**src/rtl/exp6_pkg.sv**
```systemverilog
// Shared state encodings (value doubles as the db_estado code) and default timing for the sequence presenter.
package exp6_pkg;

   typedef enum logic [3:0] {
      ST_OCIOSO  = 4'h0,
      ST_CARREGA = 4'h1,
      ST_ACENDE  = 4'h2,
      ST_APAGA   = 4'h3,
      ST_FINAL   = 4'hF
   } estado_t;

   localparam int unsigned T_ACESO_DEF   = 1000;
   localparam int unsigned T_APAGADO_DEF = 500;

   function automatic int unsigned max_u(input int unsigned a, input int unsigned b);
      return (a > b) ? a : b;
   endfunction

endpackage

```
**src/rtl/exp6_temporizador.sv**
```systemverilog
// Loadable down-counter: carrega loads valor, conta decrements until zero is reached.
module exp6_temporizador #(
   parameter int unsigned W = 4
) (
   input  logic         clock,
   input  logic         reset,
   input  logic         carrega,
   input  logic         conta,
   input  logic [W-1:0] valor,
   output logic         zero
);

   logic [W-1:0] cnt;

   always_ff @(posedge clock) begin
      if (reset)
         cnt <= '0;
      else if (carrega)
         cnt <= valor;
      else if (conta && (cnt != '0))
         cnt <= cnt - W'(1);
   end

   assign zero = (cnt == '0);

endmodule

```
**src/rtl/exp6_exibe_sequencia.sv**
```systemverilog
// Presents sequence memory entries 0..limite on the LEDs, each lit then dark, and pulses fim when done.
// Optional abort input is enabled by defining EXP6_EXIBE_ABORTA_EN.
module exp6_exibe_sequencia
   import exp6_pkg::*;
#(
   parameter int unsigned T_ACESO   = T_ACESO_DEF,
   parameter int unsigned T_APAGADO = T_APAGADO_DEF,
   parameter int unsigned ADDR_W    = 4,
   parameter int unsigned DATA_W    = 4
) (
   input  logic              clock,
   input  logic              reset,
   input  logic              iniciar,
   input  logic [ADDR_W-1:0] limite,
   input  logic [DATA_W-1:0] dado,
`ifdef EXP6_EXIBE_ABORTA_EN
   input  logic              abortar,
`endif
   output logic [ADDR_W-1:0] endereco,
   output logic [DATA_W-1:0] leds,
   output logic              ocupado,
   output logic              fim,
   output logic [3:0]        db_estado
);

   localparam int unsigned TMR_W = $clog2(max_u(T_ACESO, T_APAGADO) + 1);

   estado_t           state, state_n;
   logic [ADDR_W-1:0] lim_r, lim_n;
   logic [DATA_W-1:0] led_r, led_n;
   logic [ADDR_W-1:0] end_n;
   logic [DATA_W-1:0] leds_n;
   logic              ocupado_n, fim_n;
   logic              tmr_carrega, tmr_conta, tmr_zero;
   logic [TMR_W-1:0]  tmr_valor;
   logic              abort_req;

`ifdef EXP6_EXIBE_ABORTA_EN
   assign abort_req = abortar;
`else
   assign abort_req = 1'b0;
`endif

   exp6_temporizador #(.W(TMR_W)) u_tmr (
      .clock   (clock),
      .reset   (reset),
      .carrega (tmr_carrega),
      .conta   (tmr_conta),
      .valor   (tmr_valor),
      .zero    (tmr_zero)
   );

   // State and registered outputs
   always_ff @(posedge clock) begin
      if (reset) begin
         state    <= ST_OCIOSO;
         lim_r    <= '0;
         led_r    <= '0;
         endereco <= '0;
         leds     <= '0;
         ocupado  <= 1'b0;
         fim      <= 1'b0;
      end else begin
         state    <= state_n;
         lim_r    <= lim_n;
         led_r    <= led_n;
         endereco <= end_n;
         leds     <= leds_n;
         ocupado  <= ocupado_n;
         fim      <= fim_n;
      end
   end

   // Next state, timer control and next output values
   always_comb begin
      state_n     = state;
      lim_n       = lim_r;
      led_n       = led_r;
      end_n       = endereco;
      tmr_carrega = 1'b0;
      tmr_conta   = 1'b0;
      tmr_valor   = '0;
      case (state)
         ST_OCIOSO: begin
            end_n = '0;
            if (iniciar) begin
               lim_n   = limite;
               state_n = ST_CARREGA;
            end
         end
         ST_CARREGA: begin
            led_n       = dado;
            tmr_carrega = 1'b1;
            tmr_valor   = TMR_W'(T_ACESO - 1);
            state_n     = ST_ACENDE;
         end
         ST_ACENDE: begin
            if (tmr_zero) begin
               tmr_carrega = 1'b1;
               tmr_valor   = TMR_W'(T_APAGADO - 1);
               state_n     = ST_APAGA;
            end else begin
               tmr_conta = 1'b1;
            end
         end
         ST_APAGA: begin
            if (tmr_zero) begin
               // compare before increment so endereco never wraps at the top entry
               if (endereco == lim_r) begin
                  state_n = ST_FINAL;
               end else begin
                  end_n   = endereco + ADDR_W'(1);
                  state_n = ST_CARREGA;
               end
            end else begin
               tmr_conta = 1'b1;
            end
         end
         ST_FINAL: begin
            end_n   = '0;
            state_n = ST_OCIOSO;
         end
         default: begin
            end_n   = '0;
            state_n = ST_OCIOSO;
         end
      endcase

      if (abort_req && (state inside {ST_CARREGA, ST_ACENDE, ST_APAGA})) begin
         end_n   = '0;
         state_n = ST_FINAL;
      end

      leds_n    = (state_n == ST_ACENDE) ? led_n : '0;
      ocupado_n = (state_n inside {ST_CARREGA, ST_ACENDE, ST_APAGA});
      fim_n     = (state_n == ST_FINAL);
   end

   assign db_estado = state;

endmodule

```
**config.mk**
```make
export PLATFORM = sky130hd
export DESIGN_NAME = exp6_exibe_sequencia
export DESIGN_NICKNAME = d
export VERILOG_FILES = /design/src/rtl/exp6_pkg.sv /design/src/rtl/exp6_temporizador.sv /design/src/rtl/exp6_exibe_sequencia.sv
export SDC_FILE = /design/constraint.sdc
export NUM_CORES = 1
export LEC_CHECK = 0
export CELL_PAD_IN_SITES_DETAIL_PLACEMENT = 1
export CELL_PAD_IN_SITES_GLOBAL_PLACEMENT = 2
export CORE_UTILIZATION = 41
export CTS_CLUSTER_DIAMETER = 40
export CTS_CLUSTER_SIZE = 20
export DETAILED_ROUTE_END_ITERATION = 6
export DONT_BUFFER_PORTS = 1
export PLACE_DENSITY_LB_ADDON = 0.2
export SLEW_MARGIN = 30
export SYNTH_ARGS = -nofsm -noshare
export SYNTH_HDL_FRONTEND = slang
export SYNTH_HIERARCHICAL = 1
export SYNTH_SLANG_ARGS = --single-unit
```
**constraint.sdc**
```tcl
create_clock -name clock -period 8.66 [get_ports clock]
set_input_delay 1.732 -clock clock [delete_from_list [all_inputs] [get_ports clock]]
set_output_delay 1.732 -clock clock [all_outputs]
set_load 0.01 [all_outputs]
```
# --- Yosys cells after proc, flatten, opt, wreduce, memory -nomap -nowiden ---
# Index checks and enable logic that the tools add are counted.
totals:
  register_bits: 32
op_classes:
  n_eq_ne: 10
  muxes: 17
  n_bitwise: 2
  add_sub_neg: 2
  n_reduce_logical: 11
op_table:
  columns: ["cell", "count"]
  rows:
  - ["2-to-1 mux 4 bit", 7]
  - ["2-to-1 mux 10 bit", 2]
  - ["one-hot mux 10 bit (2 select lines)", 1]
  - ["== test 4 x 2 -> 1 bit (second input constant)", 4]
  - ["one-hot mux 4 bit (4 select lines)", 1]
  - ["logical NOT 10 bit", 1]
  - ["nonzero test 10 bit", 1]
  - ["subtractor 10 x 1 -> 10 bit (second input constant)", 1]
  - ["2-to-1 mux 9 bit", 1]
  - ["== test 4 x 1 -> 1 bit (second input constant)", 2]
  - ["one-hot mux 4 bit (2 select lines)", 1]
  - ["OR reduction 2 bit", 3]
  - ["adder 4 x 1 -> 4 bit (second input constant)", 1]
  - ["== test 4 bit", 1]
  - ["== test 4 bit (second input constant)", 1]
  - ["logical NOT 4 bit", 1]
  - ["inequality test 2 bit (second input constant)", 2]
  - ["2-to-1 mux 1 bit", 3]
  - ["AND reduction 3 bit", 1]
  - ["nonzero test 3 bit", 1]
  - ["NOT 1 bit", 2]
  - ["one-hot mux 1 bit (2 select lines)", 1]
  - ["AND reduction 2 bit", 1]
  - ["nonzero test 2 bit", 1]
  - ["logical AND 1 bit", 1]

# --- Logic depth before layout (Yosys ltp) ---
depth:
  ltp_word: 7
  depth_mapped: 11
  depth_no_buf: 9

# --- Cells and area by module ---
# Netlist, hierarchy kept.
by_module_without_submodules:
  columns: ["module", "seq_area_each_um2", "area_per_inst_um2", "instances", "cells_each"]
  rows:
  - ["exp6_exibe_sequencia", 440.4, 935.9, 1, 95]
  - ["exp6_temporizador", 200.2, 626.9, 1, 72]

# --- Worst setup path after synthesis ---
# OpenSTA, ideal clock, no wires.
synth_path:
  path_type: "reg-to-reg"
  start: "register u_tmr.cnt[0]"
  end: "register u_tmr.cnt[1]"
  n_path_buf: 2
  synth_period_minus_slack_ps: 2884
  required_time_ps: 8524
  t_arrival_ps: 2748
  setup_time_ps: 136
  path_stages_with_launch: 12
  path_slack_ps: 5776
  path_cell_list: "dfxtp_1 inv_1 ha_1 or4b_4 nor3_2 nand3b_1 a21oi_1 clkbuf_1 inv_1 clkbuf_1 nand4b_1 o211ai_1"
synth_rtl:
  columns: ["element", "line", "rtl"]
  rows:
  - ["start, declared", "exp6_temporizador.sv:13", "logic [W-1:0] cnt;"]
  - ["start signal, assigned", "exp6_temporizador.sv:19", "cnt <= valor;"]
  - ["start signal, assigned", "exp6_temporizador.sv:21", "cnt <= cnt - W'(1);"]
  - ["logical NOT 10 bit (*)", "exp6_temporizador.sv:24", "assign zero = (cnt == '0);"]
  - ["net tmr_zero", "exp6_exibe_sequencia.sv:34", "logic tmr_carrega, tmr_conta, tmr_zero;"]
  - ["2-to-1 mux 1 bit (*)", "exp6_exibe_sequencia.sv:98", "if (tmr_zero) begin"]
  - ["one-hot mux 1 bit (2 select lines) (*)", "exp6_exibe_sequencia.sv:83", "case (state)"]
  - ["net tmr_carrega", "exp6_exibe_sequencia.sv:34", null]
  - ["2-to-1 mux 10 bit / nonzero test 2 bit (equally long branches)", null, null]
# Mark *: on every way through the listed nets, which the timed path passes. The rest lies on a longest branch. The select of a mux whose other input is x is not followed.
# A chain may end at the register's enable or synchronous reset.

# --- Worst setup path after layout ---
layout_path:
  start: "register u_tmr.cnt[0]"
  end: "register u_tmr.cnt[5]"
# Same word-level chain as after synthesis.

==> impl_metrics.env <==
export IMPL_fin_crit_ps=2840
export IMPL_dr_pass1_iters=4
export IMPL_nNetsFinal=182
export IMPL_setup_viol=0
export IMPL_dr_total_vias=1205
export IMPL_wl_per_cell_um=15.3
export IMPL_antenna_found_initial=0
export IMPL_clkTransAtPathRegs_ps=70
export IMPL_cp_required_ps=8790
export IMPL_synthCells=167
export IMPL_seq_power_share=0.399
export IMPL_dr_first_iter_drc_count=58
export IMPL_yosys_area_top_type="dfxtp_1"
export IMPL_final_cells=217
export IMPL_cts_tree="done"
export IMPL_die_w_um=63.7
export IMPL_ctsHoldBuffers=0
export IMPL_p_int_w=0.000323
export IMPL_cts_setup_buffers=0
export IMPL_postRouteAntennaNets=0
export IMPL_drv_slew=0
export IMPL_coreArea_um2=3660
export IMPL_drc_errors=0
export IMPL_cp_start_kind="flop"
export IMPL_globalplace_congestion=0.770
export IMPL_power_per_cell_area_nw_per_um2=304
export IMPL_tightest_slew_ps=652
export IMPL_rsz0062_at_grt="no"
export IMPL_grt_pass1_wl_um=5980
export IMPL_fmax_mhz=353
export IMPL_ir_drop_mv=0.150
export IMPL_dpl_hpwl_um=2500
export IMPL_syn_cell_area_um2=1560
export IMPL_final_cell_mix="dfxtp_1 (32), nor2_1 (26), mux2i_1 (11), a21oi_1 (10)"
export IMPL_ys_seq_area_frac=0.410
export IMPL_cts_buffers=5
export IMPL_min_path_type="flop to flop"
export IMPL_grt_start_max_net_pins=23
export IMPL_drive_gt1_frac=0.136
export IMPL_dp_cells=210
export IMPL_grt_pass1_vias=1278
export IMPL_numPortBuffers=0
export IMPL_synth_edf_count=0
export IMPL_clk_latency_ps=280
export IMPL_synthFlopType="dfxtp_1"
export IMPL_start_util=0.427
export IMPL_fin_worst_skew_ps=8.94
export IMPL_cts_root_buffer="clkbuf_8"
export IMPL_grt_usage=0.190
export IMPL_cp_max_fo=16
export IMPL_setup_tns_ps=0
export IMPL_period_share=0.327
export IMPL_cap_violations=0
export IMPL_finish_utilization=0.460
export IMPL_synth_top_area_frac=0.410
export IMPL_slew_headroom=0.563
export IMPL_switching_share=0.367
export IMPL_end_kind="flop"
export IMPL_final_common_cell="dfxtp_1"
export IMPL_io_pins=25
export IMPL_synth_warning_count=6
export IMPL_die_h_um=63.7
export IMPL_synth_area_leaders="dfxtp_1 (41%), mux2i_1 (7.0%), nor2_1 (6.2%)"
export IMPL_synth_seq_cells=32
export IMPL_die_area_um2=4060
export IMPL_pwr_share_comb=0.360
export IMPL_fillCellCount=427
export IMPL_synth_cell_types=49
export IMPL_worstPathArrival_ps=2970
export IMPL_clock_sinks=32
export IMPL_synthArstFlopShare=0
export IMPL_hold_viol_final=0
export IMPL_status="finished, final reports clean"
export IMPL_diodes=0
export IMPL_cts_max_level=2
export IMPL_drt_total_wl_um=3320
export IMPL_ff2ff_setup_slack_ps=5820
export IMPL_area_growth_pct=7.69
export IMPL_max_clock_path_buffers=2
export IMPL_crit_type="flop to flop"
export IMPL_cts_resized_gates=0
export IMPL_grt_overflow=0
export IMPL_synthesis_nets=180
export IMPL_avgSynthCellArea_um2=9.36
export IMPL_via_per_inst=5.55
export IMPL_p_leak_nw=0.593
export IMPL_power_switching_w=0.000188
export IMPL_pwr_share_clk=0.241
export IMPL_row_count=22
## worst paths after layout
kind,cells after the start,endpoint,start
worst max-delay path,10,u_tmr/cnt[5],u_tmr/cnt[0]
worst min-delay path,2,leds[3],led_r[3]
worst max register to register,10,u_tmr/cnt[5],u_tmr/cnt[0]
worst min register to register,2,leds[3],led_r[3]
## final cells by class
cell class	instances	area (um^2)	share of cell area
flip-flops and latches	32	641	0.381
repair buffers	1	7.51	0.00446
inverters	8	30.0	0.0178
well taps	48	60.1	0.0357
multi-input cells	121	848	0.504
clock buffers	7	96.3	0.0572
## cells in the mapped netlist (all sizes together), types with 4 or more instances
library cell,instances
clkbuf,4
nor3,4
nand3,6
a21oi,10
inv,8
nor2,28
or3,5
dfxtp,32
nand2,8
mux2i,11
nand2b,4
xnor2,6
## metal layers
layer	part of all wire	GRT usage	routed length [um]	vias to the layer above
li1	-	-	-	600
met1	0.49	0.240	1630	583
met2	0.47	0.310	1560	18
met3	0.033	0.0607	108	4
met4	0.0075	0.0511	25	0
met5	0	0	0	-
## worst max-delay path: stages (launching register included)
cell and delay, ps:
dfxtp_1 330, inv_1 90, ha_1 210, or4b_4 510, nor3_2 520, nand3b_1 170, a21oi_1 160, buf_4 230
inv_1 220, nor2_1 190, a311oi_2 60
## power by group through the flow
stage / sequential [W] / combinational (W) / clock, W
after floorplan: 0.000196 / 0.000161 / 0
after global placement: 0.000206 / 0.000180 / 0
after detailed placement: 0.000207 / 0.000185 / 0
after CTS: 0.000204 / 0.000186 / 0.000128
after global routing: 0.000209 / 0.000204 / 0.000135
final: 0.000204 / 0.000184 / 0.000123
## registers in the layout, summed over array words and instances, names as in the netlist
signal / cells
endereco: 4
u_tmr/cnt: 10
lim_r: 4
leds: 4
led_r: 4
ocupado: 1
fim: 1
db_estado: 4
## cells by family (layout without fill, tap and decap cells)
logic type | after synthesis | count (layout) | share of synthesized area
and+or+nand+nor | 69 | 69 | 0.250
DFF | 32 | 32 | 0.410
adders and majority gates | 2 | 2 | 0.0160
AOI/OAI and AO/OA | 32 | 32 | 0.171
xor gates and xnor gates | 6 | 6 | 0.0336
other | 1 | 1 | 0.00240
muxes | 11 | 11 | 0.0705
buffers and inverters | 14 | 16 | 0.0472
## metrics by stage
step / hold WS [ps] / setup slack [ps] / power [W] / cell area, um^2
2_1_floorplan: 456 / 5780 / 0.000357 / 1560
3_3_place_gp: 469 / 5890 / 0.000386 / 1590
3_5_place_dp: 483 / 5810 / 0.000392 / 1590
4_1_cts: 496 / 5810 / 0.000518 / 1680
5_1_grt: 523 / 5550 / 0.000549 / 1680
6_report: 491 / 5820 / 0.000511 / 1680
Power figures use the tool's default switching activity.
